$ cat src/rtl/tank_render_ctrl.sv
// Tank render sequencer: erases the old tank footprint, then draws the tank at its new pose.
// Optional macro TANK_ERASE_EN enables the ERASE phase; without it every request goes straight to DRAW.
module tank_render_ctrl #(
  parameter logic [2:0] BG_COLOUR = 3'b000,
  parameter logic [6:0] TIMEOUT   = 7'd64
) (
  input  logic       clk,
  input  logic       resetn,
  input  logic       move_req,
  input  logic [7:0] new_xpos,
  input  logic [6:0] new_ypos,
  input  logic [1:0] new_dir,
  input  logic [2:0] tank_colour,
  input  logic       draw_finish,
  output logic [7:0] xpos,
  output logic [6:0] ypos,
  output logic [1:0] direction,
  output logic       counter_enable,
  output logic       plot,
  output logic [2:0] colour,
  output logic       busy,
  output logic       done,
  output logic       error
);

`ifdef TANK_ERASE_EN
  typedef enum logic [1:0] {IDLE = 2'd0, ERASE = 2'd1, DRAW = 2'd2, DONE = 2'd3} state_t;
`else
  typedef enum logic [1:0] {IDLE = 2'd0, DRAW = 2'd2, DONE = 2'd3} state_t;
`endif

  state_t     state;
  logic [7:0] old_x, cur_x, pend_x;
  logic [6:0] old_y, cur_y, pend_y;
  logic [1:0] old_dir, cur_dir, pend_dir;
  logic [2:0] cur_colour, pend_colour;
  logic       pend_valid;
  logic [6:0] cyc_cnt;
`ifdef TANK_ERASE_EN
  logic       drawn;
`endif

  // A live request always supersedes an older buffered one.
  logic       start;
  logic [7:0] src_x;
  logic [6:0] src_y;
  logic [1:0] src_dir;
  logic [2:0] src_colour;
  logic       timed_out;

  assign start      = move_req || pend_valid;
  assign src_x      = move_req ? new_xpos    : pend_x;
  assign src_y      = move_req ? new_ypos    : pend_y;
  assign src_dir    = move_req ? new_dir     : pend_dir;
  assign src_colour = move_req ? tank_colour : pend_colour;
  assign timed_out  = (cyc_cnt == TIMEOUT - 7'd1);

  always_ff @(posedge clk or negedge resetn) begin
    if (!resetn) begin
      state          <= IDLE;
      old_x          <= '0;
      old_y          <= '0;
      old_dir        <= '0;
      cur_x          <= '0;
      cur_y          <= '0;
      cur_dir        <= '0;
      cur_colour     <= '0;
      pend_x         <= '0;
      pend_y         <= '0;
      pend_dir       <= '0;
      pend_colour    <= '0;
      pend_valid     <= 1'b0;
      cyc_cnt        <= '0;
`ifdef TANK_ERASE_EN
      drawn          <= 1'b0;
`endif
      xpos           <= '0;
      ypos           <= '0;
      direction      <= '0;
      colour         <= '0;
      plot           <= 1'b0;
      counter_enable <= 1'b0;
      busy           <= 1'b0;
      done           <= 1'b0;
      error          <= 1'b0;
    end else begin
      case (state)
        IDLE, DONE: begin
          done <= 1'b0;
          if (start) begin
            cur_x          <= src_x;
            cur_y          <= src_y;
            cur_dir        <= src_dir;
            cur_colour     <= src_colour;
            pend_valid     <= 1'b0;
            cyc_cnt        <= '0;
            busy           <= 1'b1;
            plot           <= 1'b1;
            counter_enable <= 1'b1;
`ifdef TANK_ERASE_EN
            if (drawn) begin
              state     <= ERASE;
              xpos      <= old_x;
              ypos      <= old_y;
              direction <= old_dir;
              colour    <= BG_COLOUR;
            end else
`endif
            begin
              state     <= DRAW;
              xpos      <= src_x;
              ypos      <= src_y;
              direction <= src_dir;
              colour    <= src_colour;
            end
          end else begin
            state          <= IDLE;
            busy           <= 1'b0;
            plot           <= 1'b0;
            counter_enable <= 1'b0;
            xpos           <= old_x;
            ypos           <= old_y;
            direction      <= old_dir;
            colour         <= BG_COLOUR;
          end
        end

`ifdef TANK_ERASE_EN
        ERASE,
`endif
        DRAW: begin
          if (move_req) begin
            pend_x      <= new_xpos;
            pend_y      <= new_ypos;
            pend_dir    <= new_dir;
            pend_colour <= tank_colour;
            pend_valid  <= 1'b1;
          end
          if (draw_finish) begin
            if (state == DRAW) begin
              state          <= DONE;
              old_x          <= cur_x;
              old_y          <= cur_y;
              old_dir        <= cur_dir;
`ifdef TANK_ERASE_EN
              drawn          <= 1'b1;
`endif
              plot           <= 1'b0;
              counter_enable <= 1'b0;
              done           <= 1'b1;
            end
`ifdef TANK_ERASE_EN
            else begin
              state     <= DRAW;
              cyc_cnt   <= '0;
              xpos      <= cur_x;
              ypos      <= cur_y;
              direction <= cur_dir;
              colour    <= cur_colour;
            end
`endif
          end else if (timed_out) begin
            // Abort leaves the old pose untouched so the next erase hits the last good footprint.
            state          <= IDLE;
            error          <= 1'b1;
            plot           <= 1'b0;
            counter_enable <= 1'b0;
            busy           <= 1'b0;
            xpos           <= old_x;
            ypos           <= old_y;
            direction      <= old_dir;
            colour         <= BG_COLOUR;
          end else begin
            cyc_cnt <= cyc_cnt + 7'd1;
          end
        end

        default: state <= IDLE;
      endcase
    end
  end

endmodule

$ cat config.mk
export PLATFORM = sky130hd
export DESIGN_NAME = tank_render_ctrl
export DESIGN_NICKNAME = d
export VERILOG_FILES = /design/src/rtl/tank_render_ctrl.sv
export SDC_FILE = /design/constraint.sdc
export NUM_CORES = 1
export LEC_CHECK = 0
export CORE_UTILIZATION = 39
export DETAILED_ROUTE_END_ITERATION = 10
export MAX_ROUTING_LAYER = met4
export SYNTH_ARGS = -nofsm -noshare
export SYNTH_HDL_FRONTEND = slang
export SYNTH_SLANG_ARGS = --single-unit
$ cat constraint.sdc
create_clock -name clk -period 6.2 [get_ports clk]
set_clock_uncertainty 0.1 [all_clocks]
set_input_delay 1.24 -clock clk [delete_from_list [all_inputs] [get_ports clk]]
set_output_delay 1.24 -clock clk [all_outputs]
set_load 0.05 [all_outputs]
Word-level counts from Yosys, hierarchy flattened:

Index checks and enable logic that the tools add are counted.

* flip-flop bits (word level): 88
* input port bits: 24

* bitwise logic cells: 1
* reductions and logical operators: 12
* multiplexer cells: 39
* equality and inequality tests: 10
* add/sub/neg operators: 1

Operator list (count)
* 7-bit 2-to-1 mux: 7
* 8-bit 2-to-1 mux: 4
* 7-bit case mux with 2 select lines: 2
* 8-bit case mux with 2 select lines: 1
* 2-bit 2-to-1 mux: 7
* 3-bit 2-to-1 mux: 4
* 2-bit inequality test, second input constant: 6
* 3-bit AND reduction: 3
* 1-bit case mux with 2 select lines: 4
* 2-bit case mux with 2 select lines: 2
* 2-bit AND reduction: 4
* 7-bit by 1-bit adder with 7-bit output, second input constant: 1
* 7-bit by 6-bit == test with 1-bit output, second input constant: 1
* 1-bit 2-to-1 mux: 7
* 3-bit case mux with 2 select lines: 1
* 2-bit == test, second input constant: 2
* 4-bit AND reduction: 1
* 3-bit inequality test, second input constant: 1
* 2-bit zero test: 1
* 2-bit nonzero test: 1
* 2-bit OR reduction: 1
* 1-bit logical OR: 1
* 1-bit NOT: 1

Depth between registers and ports, before layout:

* word-level depth: 4
* depth in mapped cells: 8
* depth with buffers taken out: 6

Worst setup path before layout:

OpenSTA, ideal clock, no wires.

* kind: input to register
* from: in draw_finish
* to: reg direction[0]
* data required time: 5.975 ns
* path slack: 3.584 ns
* path buffers: 2
* arrival time: 2.391 ns
* stages on the path: 5
* library setup time: 0.125 ns
* path through: clkbuf_1 -> nor2b_1 -> a21oi_4 -> buf_12 -> mux2_4

* longest elaborated chain between the ends: 2

RTL lines
* start, declared: line 14 `input logic draw_finish,`
* 2-bit inequality test (no line)
* 3-bit AND reduction (no line)
* end signal, assigned: line 113 `direction <= src_dir;`
* end signal, assigned: line 123 `direction <= old_dir;`
* end signal, assigned: line 171 `direction <= old_dir;`
* end, declared: line 17 `output logic [1:0] direction,`

No other way between the ends.
A chain may end at the register's enable or synchronous reset.

Final worst setup path:

* from: in move_req
* to: reg pend_x[7]

* longest elaborated chain between the ends: 1

RTL lines
* start, declared: line 9 `input logic move_req,`
* 8-bit 2-to-1 mux
* end signal, assigned: line 133 `pend_x <= new_xpos;`
* end, declared: line 33 `logic [7:0] old_x, cur_x, pend_x;`

No other way between the ends.

==> results.cfg <==
[timing]
setup_tns_ns = 0
finalWorstSetupSlack_ns = 3.08
fmax_mhz = 320
report.final.slew_viol_count = 0
number_of_hold_slack_violations_in_the_final_timing_report = 0
setup-violations-final = 0
min_period_over_period = 0.504
transition_time_at_the_pin_with_the_least_slew_margin_ns = 1.05
rsz0062_at_grt = no
relSlewSlack = 0.303
post-route-min-period_ns = 3.12

[cells_and_area]
final_util = 0.476
fin_nets = 435
area_delta_synth_final_pct = 17.1
layout.cells.non_filler = 548
drive_above_1_share = 0.209
n_antenna_cell = 0

[run_status]
status = complete, no violations

[setup_path]
worst_ep_required_time_ns = 6.35
end_kind = register
slowest_delay_ns = 0.82
crit_path_top_delay_cell = sky130_fd_sc_hd__nand2_1
timing.critical_path.arrival_ns = 3.27
critical_path.cell_chain = buf_2, nand2_1, mux2_2
element_type_at_the_critical_path_start = input port
worst-path-max-fanout = 43
worst-setup-path-type = input port to register

[drt]
routed_wire_length_per_instance_um = 16.6
first_iter_violations = 133
ant_nets = 0
remaining_drc_errors = 0
via_density = 5.31
num_vias = 2908
postRouteWirelength_um = 9120
drt_first_pass_iters = 4

[floorplanning]
floorplan.rows = 37
die_area_um2 = 11300
dieWidth_um = 106
floorplan.die.height_um = 106
floorplan.io_pins = 49
floorplan.initialDensity = 0.407
core_area_um2 = 10500

[clock_tree]
postCtsSetupBuffers = 0
cts_resized = 0
ctsHoldBuffers = 0
cts_buffer_depth = 2
clk_pin_slew_worst_paths_ns = 0.09
insertion_delay_ns = 0.37
clk_root_buffer_cell = sky130_fd_sc_hd__clkbuf_8
cts_buffers = 9
cts_max_level = 3
tritoncts_num_sinks = 88
cts_tree = yes

[power]
power.ir.vdd_worst_mv = 0.247
clockPowerShare = 0.139
total_power_mw = 2.86
comb_power_frac = 0.500
powerDensity_nw_per_um2 = 575
p_sw_frac = 0.412
power_switching_mw = 1.18
cell_internal_pwr_mw = 1.68
leakagePower_nw = 2.17
seq_power_share = 0.361

[yosys]
synth.most_common_cell = sky130_fd_sc_hd__dfrtp_1
synth_warnings = 0
synth-seq-area-share = 0.518
ys_ff_latch = 88
synth_largest_type_area_fraction = 0.518
synth.distinct_cells = 40
synth_edf_count = 0
synth_top_cells_by_area = sky130_fd_sc_hd__dfrtp_1 52%, sky130_fd_sc_hd__mux2_2 12%, sky130_fd_sc_hd__o21ai_0 4.4%
post_synth_most_frequent_cells = 88 x sky130_fd_sc_hd__dfrtp_1, 44 x sky130_fd_sc_hd__mux2_2, 37 x sky130_fd_sc_hd__o21ai_0
synthesis.area_per_instance_um2 = 11.5
synth-main-ff-cell = sky130_fd_sc_hd__dfrtp_1
synth.largest_area_cell = sky130_fd_sc_hd__dfrtp_1
synth.cell_area_um2 = 4250
synthesis.instances = 371
postSynthNetCount = 398
ys_async_rst_share = 1.00

[min_path]
timing.hold.worst.class = register to register

[global_routing]
grt_first_pass_wirelength_um = 15200
gr_usage_total = 0.180
grt.met3_usage = 0.0319
first_global_vias = 2931
grt_max_degree = 81
globalRouteOverflowTotal = 0
grt_antenna_before_repair = 0
grt.busiest_layer = met2
met2_usage = 0.270
grtUsageMet1 = 0.243

[place]
detailedPlace.worstSlack_ns = 2.64
dp.cells = 533
dp_hpwl_um = 5600
routabilityCongestion = 0.713
placement.io_buffers = 48

[flow_run]
cap_violations = 0
==> final cells by class <==
type | count | area (um^2)
Fill cell | 1015 | 5480
Sequential cell | 88 | 2200
Multi-Input combinational cell | 252 | 1900
Timing Repair Buffer | 53 | 510
Tap cell | 136 | 170
Clock buffer | 11 | 141
Clock inverter | 4 | 45.0
Inverter | 4 | 15.0
==> power groups by stage <==
stage / sequential [mW] / combinational, mW / clock, mW
floorplan: 1.23 / 0.885 / 0
global route: 1.07 / 1.56 / 0.429
global placement: 1.03 / 1.42 / 0
CTS: 1.04 / 1.45 / 0.411
detailed placement: 1.05 / 1.45 / 0
finish: 1.03 / 1.43 / 0.398
==> registers in the layout (all words and copies together) (netlist names) <==
| name | cells |
|---|---|
| busy | 1 |
| colour | 3 |
| cur_dir | 2 |
| cur_x | 8 |
| cur_y | 7 |
| cyc_cnt | 7 |
| direction | 2 |
| done | 1 |
| error | 1 |
| old_dir | 2 |
| old_x | 8 |
| old_y | 7 |
| pend_colour | 3 |
| pend_dir | 2 |
| pend_valid | 1 |
| pend_x | 8 |
| pend_y | 7 |
| plot | 1 |
| state | 2 |
| xpos | 8 |
| ypos | 7 |
==> layer usage <==
metal  wire length [um]  share of wire
met5                  0              0
met4                150          0.016
met3                211          0.023
met2               4250           0.47
met1               4510           0.49
==> through the flow <==
step / hold WS [ns] / area (um^2)
5_1_grt: 0.396 / 4980
3_5_place_dp: 0.347 / 4800
2_1_floorplan: 0.346 / 4250
3_3_place_gp: 0.343 / 4800
4_1_cts: 0.367 / 4980
6_report: 0.362 / 4980
==> worst max-delay path, delay by kind of cell <==
family / cells / cell delay [ns]
buffers and inverters: 1 / 0.69
multiplexers: 1 / 0.51
AND/OR/NAND/NOR: 1 / 0.82
==> cells by family (layout without fill, tap and decap cells) <==
logic type	Yosys count	count (layout)	share of synthesized area
flops	88	88	0.518
simple gates	76	76	0.0947
fa+ha+maj	3	3	0.00882
buf+inv	31	72	0.0371
mux	71	71	0.192
compound gates	102	102	0.150
==> cell usage in the layout (no fill, tap or decap), types with 2 or more instances in the layout <==
cell,n
sky130_fd_sc_hd__dfrtp_1,88
sky130_fd_sc_hd__clkdlybuf4s50_1,46
sky130_fd_sc_hd__mux2_2,44
sky130_fd_sc_hd__o21ai_0,37
sky130_fd_sc_hd__nand2_1,27
sky130_fd_sc_hd__nor2b_1,24
sky130_fd_sc_hd__a21oi_1,23
sky130_fd_sc_hd__a22oi_1,20
sky130_fd_sc_hd__mux2i_1,17
sky130_fd_sc_hd__mux2_4,10
sky130_fd_sc_hd__clkbuf_8,10
sky130_fd_sc_hd__nand3_1,6
sky130_fd_sc_hd__a31o_2,6
sky130_fd_sc_hd__buf_4,6
sky130_fd_sc_hd__nand2b_1,5
sky130_fd_sc_hd__inv_1,4
sky130_fd_sc_hd__nor2_1,4
sky130_fd_sc_hd__a211oi_1,4
sky130_fd_sc_hd__nand4_1,3
sky130_fd_sc_hd__ha_1,3
sky130_fd_sc_hd__clkinv_2,3
sky130_fd_sc_hd__nor3b_1,2
sky130_fd_sc_hd__a21o_1,2
==> path summary, 6_finish.rpt <==
kind                       startpoint   endpoint  slack (ns)  depth (start not counted)
max                          move_req  pend_x[7]        3.08                          3
min                             error      error        0.36                          1
max reg2reg                  state[0]    ypos[4]        3.56                          6
min reg2reg                     error      error        0.36                          1
max in group asynchronous      resetn    ypos[0]        4.19                          2
min in group asynchronous      resetn    ypos[6]        0.58                          1
Power figures use the tool's default switching activity.
